$ cat src/rtl/dmem_arb_pkg.sv
// Shared types and default constants for the data-memory arbiter.
package dmem_arb_pkg;

  typedef enum logic [1:0] {
    ST_IDLE   = 2'd0,
    ST_ACCESS = 2'd1,
    ST_MERGE  = 2'd2,
    ST_DONE   = 2'd3
  } state_t;

  localparam logic [3:0]  BE_FULL         = 4'hF;
  localparam logic [31:0] DEF_BASE_ADDR   = 32'h1001_0000;
  localparam int          DEF_DEPTH_WORDS = 2048;

endpackage

$ cat src/rtl/rr_arb2.sv
// Two-way round-robin arbiter; the pointer remembers the last granted port.
module rr_arb2 (
  input  logic       clk,
  input  logic       rst,
  input  logic [1:0] req,
  input  logic       advance,
  output logic [1:0] grant
);

  logic last_q;
  logic last_d;

  // last_q = 1 means port 1 was granted last, so port 0 is favoured next.
  always_comb begin
    grant = req;
    if (req[0] && req[1]) begin
      grant = last_q ? 2'b01 : 2'b10;
    end
    last_d = last_q;
    if (advance && (grant != 2'b00)) begin
      last_d = grant[1];
    end
  end

  always_ff @(posedge clk or posedge rst) begin
    if (rst) begin
      last_q <= 1'b1;
    end else begin
      last_q <= last_d;
    end
  end

endmodule

$ cat src/rtl/dmem_arbiter.sv
// Shares a single-port data memory between the CPU (port 0) and the debug/loader
// port (port 1); byte-enable stores narrower than a word use read-modify-write.
// Handshake: rN_req is held until rN_ack, a one-cycle pulse qualified by rN_err.
module dmem_arbiter
  import dmem_arb_pkg::*;
#(
  parameter logic [31:0] BASE_ADDR   = DEF_BASE_ADDR,
  parameter int          DEPTH_WORDS = DEF_DEPTH_WORDS
) (
  input  logic        clk,
  input  logic        rst,
  input  logic        r0_req,
  input  logic        r0_we,
  input  logic [3:0]  r0_be,
  input  logic [31:0] r0_addr,
  input  logic [31:0] r0_wdata,
  output logic        r0_ack,
  output logic        r0_err,
  output logic [31:0] r0_rdata,
  input  logic        r1_req,
  input  logic        r1_we,
  input  logic [3:0]  r1_be,
  input  logic [31:0] r1_addr,
  input  logic [31:0] r1_wdata,
  output logic        r1_ack,
  output logic        r1_err,
  output logic [31:0] r1_rdata,
  output logic        mem_write,
  output logic [31:0] mem_addr,
  output logic [31:0] mem_wdata,
  input  logic [31:0] mem_rdata,
  output logic [1:0]  dbg_state
);

  localparam logic [31:0] WIN_BYTES = 32'(4 * DEPTH_WORDS);

  state_t      state_q, state_d;
  logic        we_q, we_d;
  logic [3:0]  be_q, be_d;
  logic [29:0] waddr_q, waddr_d;
  logic [31:0] wdata_q, wdata_d;
  logic        port_q, port_d;
  logic        err_q, err_d;
  logic [31:0] merge_q, merge_d;
  logic [31:0] rdata0_q, rdata0_d;
  logic [31:0] rdata1_q, rdata1_d;

  logic [1:0]  grant;
  logic        advance;
  logic [31:0] byte_addr;
  logic [31:0] offset;
  logic        in_range;
  logic [31:0] merged;

  assign advance = (state_q == ST_IDLE);

  rr_arb2 u_rr (
    .clk     (clk),
    .rst     (rst),
    .req     ({r1_req, r0_req}),
    .advance (advance),
    .grant   (grant)
  );

  // Unsigned wrap makes addresses below the base land far outside the window.
  assign byte_addr = {waddr_q, 2'b00};
  assign offset    = byte_addr - BASE_ADDR;
  assign in_range  = (offset < WIN_BYTES);

  always_comb begin
    for (int k = 0; k < 4; k++) begin
      merged[8*k +: 8] = be_q[k] ? wdata_q[8*k +: 8] : merge_q[8*k +: 8];
    end
  end

  always_comb begin
    state_d   = state_q;
    we_d      = we_q;
    be_d      = be_q;
    waddr_d   = waddr_q;
    wdata_d   = wdata_q;
    port_d    = port_q;
    err_d     = err_q;
    merge_d   = merge_q;
    rdata0_d  = rdata0_q;
    rdata1_d  = rdata1_q;
    mem_write = 1'b0;
    mem_wdata = 32'h0;
    r0_ack    = 1'b0;
    r1_ack    = 1'b0;
    r0_err    = 1'b0;
    r1_err    = 1'b0;

    case (state_q)
      ST_IDLE: begin
        if (grant != 2'b00) begin
          port_d  = grant[1];
          err_d   = 1'b0;
          state_d = ST_ACCESS;
          if (grant[1]) begin
            we_d    = r1_we;
            be_d    = r1_be;
            waddr_d = r1_addr[31:2];
            wdata_d = r1_wdata;
          end else begin
            we_d    = r0_we;
            be_d    = r0_be;
            waddr_d = r0_addr[31:2];
            wdata_d = r0_wdata;
          end
        end
      end

      ST_ACCESS: begin
        state_d = ST_DONE;
        if (!in_range) begin
          err_d = 1'b1;
        end else if (!we_q) begin
          if (port_q) begin
            rdata1_d = mem_rdata;
          end else begin
            rdata0_d = mem_rdata;
          end
        end else if (be_q == BE_FULL) begin
          mem_write = 1'b1;
          mem_wdata = wdata_q;
        end else if (be_q != 4'h0) begin
          merge_d = mem_rdata;
          state_d = ST_MERGE;
        end
      end

      ST_MERGE: begin
        mem_write = 1'b1;
        mem_wdata = merged;
        state_d   = ST_DONE;
      end

      ST_DONE: begin
        r0_ack  = !port_q;
        r1_ack  = port_q;
        r0_err  = !port_q && err_q;
        r1_err  = port_q && err_q;
        state_d = ST_IDLE;
      end

      default: state_d = ST_IDLE;
    endcase
  end

  always_ff @(posedge clk or posedge rst) begin
    if (rst) begin
      state_q  <= ST_IDLE;
      we_q     <= 1'b0;
      be_q     <= 4'h0;
      waddr_q  <= 30'h0;
      wdata_q  <= 32'h0;
      port_q   <= 1'b0;
      err_q    <= 1'b0;
      merge_q  <= 32'h0;
      rdata0_q <= 32'h0;
      rdata1_q <= 32'h0;
    end else begin
      state_q  <= state_d;
      we_q     <= we_d;
      be_q     <= be_d;
      waddr_q  <= waddr_d;
      wdata_q  <= wdata_d;
      port_q   <= port_d;
      err_q    <= err_d;
      merge_q  <= merge_d;
      rdata0_q <= rdata0_d;
      rdata1_q <= rdata1_d;
    end
  end

  assign mem_addr  = byte_addr;
  assign r0_rdata  = rdata0_q;
  assign r1_rdata  = rdata1_q;
  assign dbg_state = state_q;

endmodule

$ cat config.mk
export PLATFORM = sky130hd
export DESIGN_NAME = dmem_arbiter
export DESIGN_NICKNAME = d
export VERILOG_FILES = /design/src/rtl/dmem_arb_pkg.sv /design/src/rtl/rr_arb2.sv /design/src/rtl/dmem_arbiter.sv
export SDC_FILE = /design/constraint.sdc
export NUM_CORES = 1
export LEC_CHECK = 0
export CORE_AREA = 2 2 119 121
export DETAILED_ROUTE_END_ITERATION = 10
export DIE_AREA = 0 0 121 123
export DONT_BUFFER_PORTS = 1
export GPL_TIMING_DRIVEN = 0
export PLACE_DENSITY = 0.75
export SLEW_MARGIN = 20
export SYNTH_ARGS = -nofsm -noshare
export SYNTH_HDL_FRONTEND = slang
export SYNTH_SLANG_ARGS = --single-unit
$ cat constraint.sdc
create_clock -name clk -period 8.4 [get_ports clk]
set_input_delay 2.52 -clock clk [delete_from_list [all_inputs] [get_ports clk]]
set_output_delay 2.52 -clock clk [all_outputs]
set_load 0.02 [all_outputs]
Word-level counts from Yosys, hierarchy flattened

Cells that the tools add are included.

Register bits: 168
Output and inout bits: 135
Word-level logic and storage cells: 67

Add/subtract/negate cells: 1
Order comparisons: 1
Equal/unequal tests: 6
Mux-type cells: 31
Bitwise gates (word level): 3
Reduce and logical (&&, ||, !) cells: 14

Operators by type and width:

| kind                   | number |
|---|---|
| $mux 32                | 4 |
| $pmux 32 s2            | 1 |
| $lt 32x14->1 const B   | 1 |
| $mux 8                 | 4 |
| $sub 32x29->32 const B | 1 |
| $mux 30                | 1 |
| $mux 1                 | 14 |
| $pmux 2 s4             | 1 |
| $reduce_and 4->1       | 2 |
| $mux 2                 | 3 |
| $reduce_and 5->1       | 1 |
| $eq 2x2->1 const B     | 2 |
| $eq 4x4->1 const B     | 1 |
| $logic_and 1x1->1      | 4 |
| $mux 4                 | 1 |
| $ne 2x2->1 const B     | 2 |
| $pmux 1 s2             | 2 |
| $reduce_bool 2->1      | 2 |
| $reduce_bool 4->1      | 1 |
| $not 1->1              | 3 |
| $reduce_and 3->1       | 1 |
| $eq 2x1->1 const B     | 1 |
| $logic_not 2->1        | 1 |
| $reduce_and 2->1       | 1 |
| $logic_not 1->1        | 1 |

Depth between registers and ports, before layout

Depth in word-level cells: 6
Depth in mapped cells: 7

Cells and area by module

From an unflattened synthesis, not the netlist that was laid out.

Cell total of the unflattened synthesis: 664
Area total of the unflattened synthesis: 7873.8 µm²

By module, submodules not included:

| module       | times used | cells an instance | area an instance (µm²) |
|---|---|---|---|
| dmem_arbiter | 1          | 657               | 7813.7 |
| rr_arb2      | 1          | 7                 | 60.1 |

Worst setup path after synthesis

OpenSTA, ideal clock, no wires.

Path type: register to output
Start point: register state_q[0], in the netlist dbg_state[0]
End point: output mem_wdata[11]
Arrival: 1.837 ns
Data required time: 5.880 ns
Setup slack: 4.043 ns
Stages on the path, launching flop included: 7
Buffers on the path: 2
Path through: dfrtp_1 -> inv_1 -> ha_1 -> clkbuf_1 -> nand2_1 -> clkbuf_1 -> o22ai_1

Word-level cells in the longest chain between the ends: 2

RTL lines:

| element                                  | line                | source |
|---|---|---|
| from (decl)                              | dmem_arbiter.sv:37  | `state_t state_q, state_d;` |
| from (signal assigned)                   | dmem_arbiter.sv:164 | `state_q <= state_d;` |
| $eq 2x2->1 or $eq 2x1->1 (tied branches) | dmem_arbiter.sv:94  | `case (state_q)` |
| $pmux 32 s2 (*)                          | dmem_arbiter.sv:94  |  |
| to (decl)                                | dmem_arbiter.sv:30  | `output logic [31:0] mem_wdata,` |

Mark *: on every way between the ends. The rest lies on a longest branch, timed or not.

Worst setup path after layout

Start point: register waddr_q[28]
End point: output mem_wdata[30]

Word-level cells in the longest chain between the ends: 4

RTL lines:

| element                | line                | source |
|---|---|---|
| from (decl)            | dmem_arbiter.sv:40  | `logic [29:0] waddr_q, waddr_d;` |
| from (signal assigned) | dmem_arbiter.sv:167 | `waddr_q <= waddr_d;` |
| $sub 32x29->32         | dmem_arbiter.sv:67  | `assign offset = byte_addr - BASE_ADDR;` |
| $lt 32x14->1           | dmem_arbiter.sv:68  | `assign in_range = (offset < WIN_BYTES);` |
| $mux 32                | dmem_arbiter.sv:116 | `if (!in_range) begin` |
| $pmux 32 s2            | dmem_arbiter.sv:94  |  |

No other way between the ends.

==> flow_summary.yaml <==
status:
  status: "complete, no violations"
setup_path:
  worstPathArrival_ns: 3.01
  cp-end-kind: "primary output"
  worst-endpoint-required_ns: 5.88
  crit_type: "reg -> out"
  start_kind: "register"
  worst-path-max-fanout: 10
timing:
  timing.fmax_mhz: 181
  tightestPinTransition_ns: 0.825
  finalSetupViolCount: 0
  finalCritPeriodShare_pct: 65.9
  slew_headroom_pct: 44.6
  rsz0062_at_grt: "no"
  setup_tns_ns: 0
  holdWs_ns: 0.504
  hold_viol: 0
  finalCriticalPeriod_ns: 5.53
  fin_worst_skew_ns: 0.0112
  slew_viol_final: 0
synth:
  synth_edf_count: 0
  yosys_register_bits: 168
  yosys-top-cells-area: "dfrtp_1 53%, mux2i_1 12%, mux2_2 8.8%, mux2_4 5.7%, nand2_1 4.8%"
  ys.warnings.count: 0
  synth_area_um2: 7930
  yosys.cell_types.count: 37
  yosysSeqAreaShare_pct: 53.0
  ys_async_sr_fraction_pct: 100
  syn_avg_cell_area_um2: 11.9
  yosys_most_used_dff: "dfrtp_1"
  synth_area_leader_cell: "dfrtp_1"
  synth_top_area_share_pct: 52.7
  synth_cells: 665
floorplan:
  core_area_um2: 13600
  rows: 43
  start_util_pct: 58.3
  die_w_um: 121
  dieArea_um2: 14900
  die_h_um: 123
  ios: 309
min_path:
  min_path_type: "reg -> reg"
grt:
  antenna_found_initial: 1
  grt_pass1_wl_mm: 31.8
  grt_usage_pct: 29.1
  grt_pass1_vias: 5635
  grt_max_degree: 90
  grt_overflow_total: 0
route:
  ant_nets: 0
  dr_total_vias: 5430
  wl_per_cell_um: 24.5
  firstDrtPassIters: 4
  vias_per_cell: 6.17
  wirelength_mm: 21.5
  drt_iter0_drc: 399
  drc: 0
cells_and_area:
  final_area_um2: 8850
  drive_above_1_share_pct: 22.3
  final_common_cell: "dfrtp_1"
  area_growth_pct: 11.5
  final_cells: 880
  final_nets: 864
  layout_common_cells: "167 x dfrtp_1, 102 x nand2_1, 99 x mux2i_1"
  utilization_pct: 65.0
placed_design:
  place_congestion: 0.823
  dpl_cell_area_um2: 8200
  io_buffers: 0
  dp.cells: 847
  dp_hpwl_mm: 15.9
clock_network:
  clk_pin_slew_ns: 0.06
  cts_buffers: 17
  hold_buffers: 0
  cts_tree: "done"
  cts_buffer_depth: 2
  htree_levels: 4
  clk_latency_ns: 0.43
  clkSinkCount: 168
  postCtsSetupRepairBufs: 0
  ctsResizeCount: 0
  root_buffer: "clkbuf_16"
pwr:
  powerDensity_nw_per_um2: 338
  p_leak_uw: 0.00398
  vdd_drop_max_v: 0.000195
run:
  max_cap_viol_count: 0
==> per-stage QoR <==
| step | setup WS (ns) | power, µW |
|---|---|---|
| after CTS | 2.88 | 3000 |
| after global routing | 2.70 | 3150 |
| after global placement | -0.164 | 2110 |
| after detailed placement | 3.34 | 2160 |
| after floorplan | 1.33 | 1880 |
| final | 2.87 | 2990 |
==> synth_stat cells (3+ instances only) <==
library cell	count
o21ai_0	71
mux2i_1	99
mux2_1	4
ha_1	4
o22ai_1	32
nor2_1	4
buf_12	3
dfrtp_1	167
buf_2	15
nand3_1	3
inv_1	6
nor4_1	5
a21oi_1	4
mux2_2	62
clkbuf_1	23
nand2_1	102
buf_4	5
mux2_4	30
==> final timing paths <==
check                      slack, ns             to  cells after the start    startpoint
setup / recovery                2.87  mem_wdata[30]                      5   waddr_q[28]
hold / removal                  0.50    merge_q[29]                      1   merge_q[29]
max in group asynchronous       5.58    u_rr.last_q                      2           rst
hold reg to reg                 0.50    merge_q[29]                      1   merge_q[29]
setup reg to reg                5.65    wdata_q[20]                      7  dbg_state[0]
min in group asynchronous       2.01   r1_rdata[22]                      1           rst
==> flip-flops by register name, indices dropped and copies added, names as in the netlist <==
register	cells
be_q	4
dbg_state	2
err_q	1
merge_q	32
port_q	1
r0_rdata	32
r1_rdata	32
u_rr.last_q	1
waddr_q	30
wdata_q	32
we_q	1
==> layout make-up <==
class,count,area (µm²)
buffer,48,274
clock inverter,9,138
multi-input combinational,444,3440
fill,1026,4770
sequential,168,4210
antenna,1,2.50
tap,180,225
clock buffer,23,508
inverter,6,30.0
timing repair buffer,1,27.5
==> cells by family (layout without fill, tap and decap cells) <==
family | Yosys count | in the layout | share of synthesized area, %
mux | 195 | 195 | 27.5
buf+inv | 54 | 87 | 3.74
flops | 168 | 168 | 53.0
fa+ha+maj | 4 | 4 | 0.631
compound gates | 113 | 113 | 7.81
other cells | 1 | 3 | 0.0473
simple gates | 130 | 130 | 7.24
==> where the power goes <==
group          internal, µW  switching [µW]  total, µW
clock                   517             321        838
combinational           288             585        873
sequential              997             279       1280
total                  1800            1180       2990
==> metal layers <==
layer,vias up,share of wire (%),global-route usage [%]
li1,2409,-,-
met1,2713,38,33.1
met2,274,52,50.6
met3,34,7.7,8.12
met4,0,2.4,14.0
met5,-,0,0
==> worst max-delay path, stage by stage (launching register included) <==
cell	delay, ns
dfrtp_1	0.52
nor4_1	0.48
and4_4	0.34
nand3_1	0.23
clkbuf_1	0.41
o22ai_1	0.61
Power figures use the tool's default switching activity.
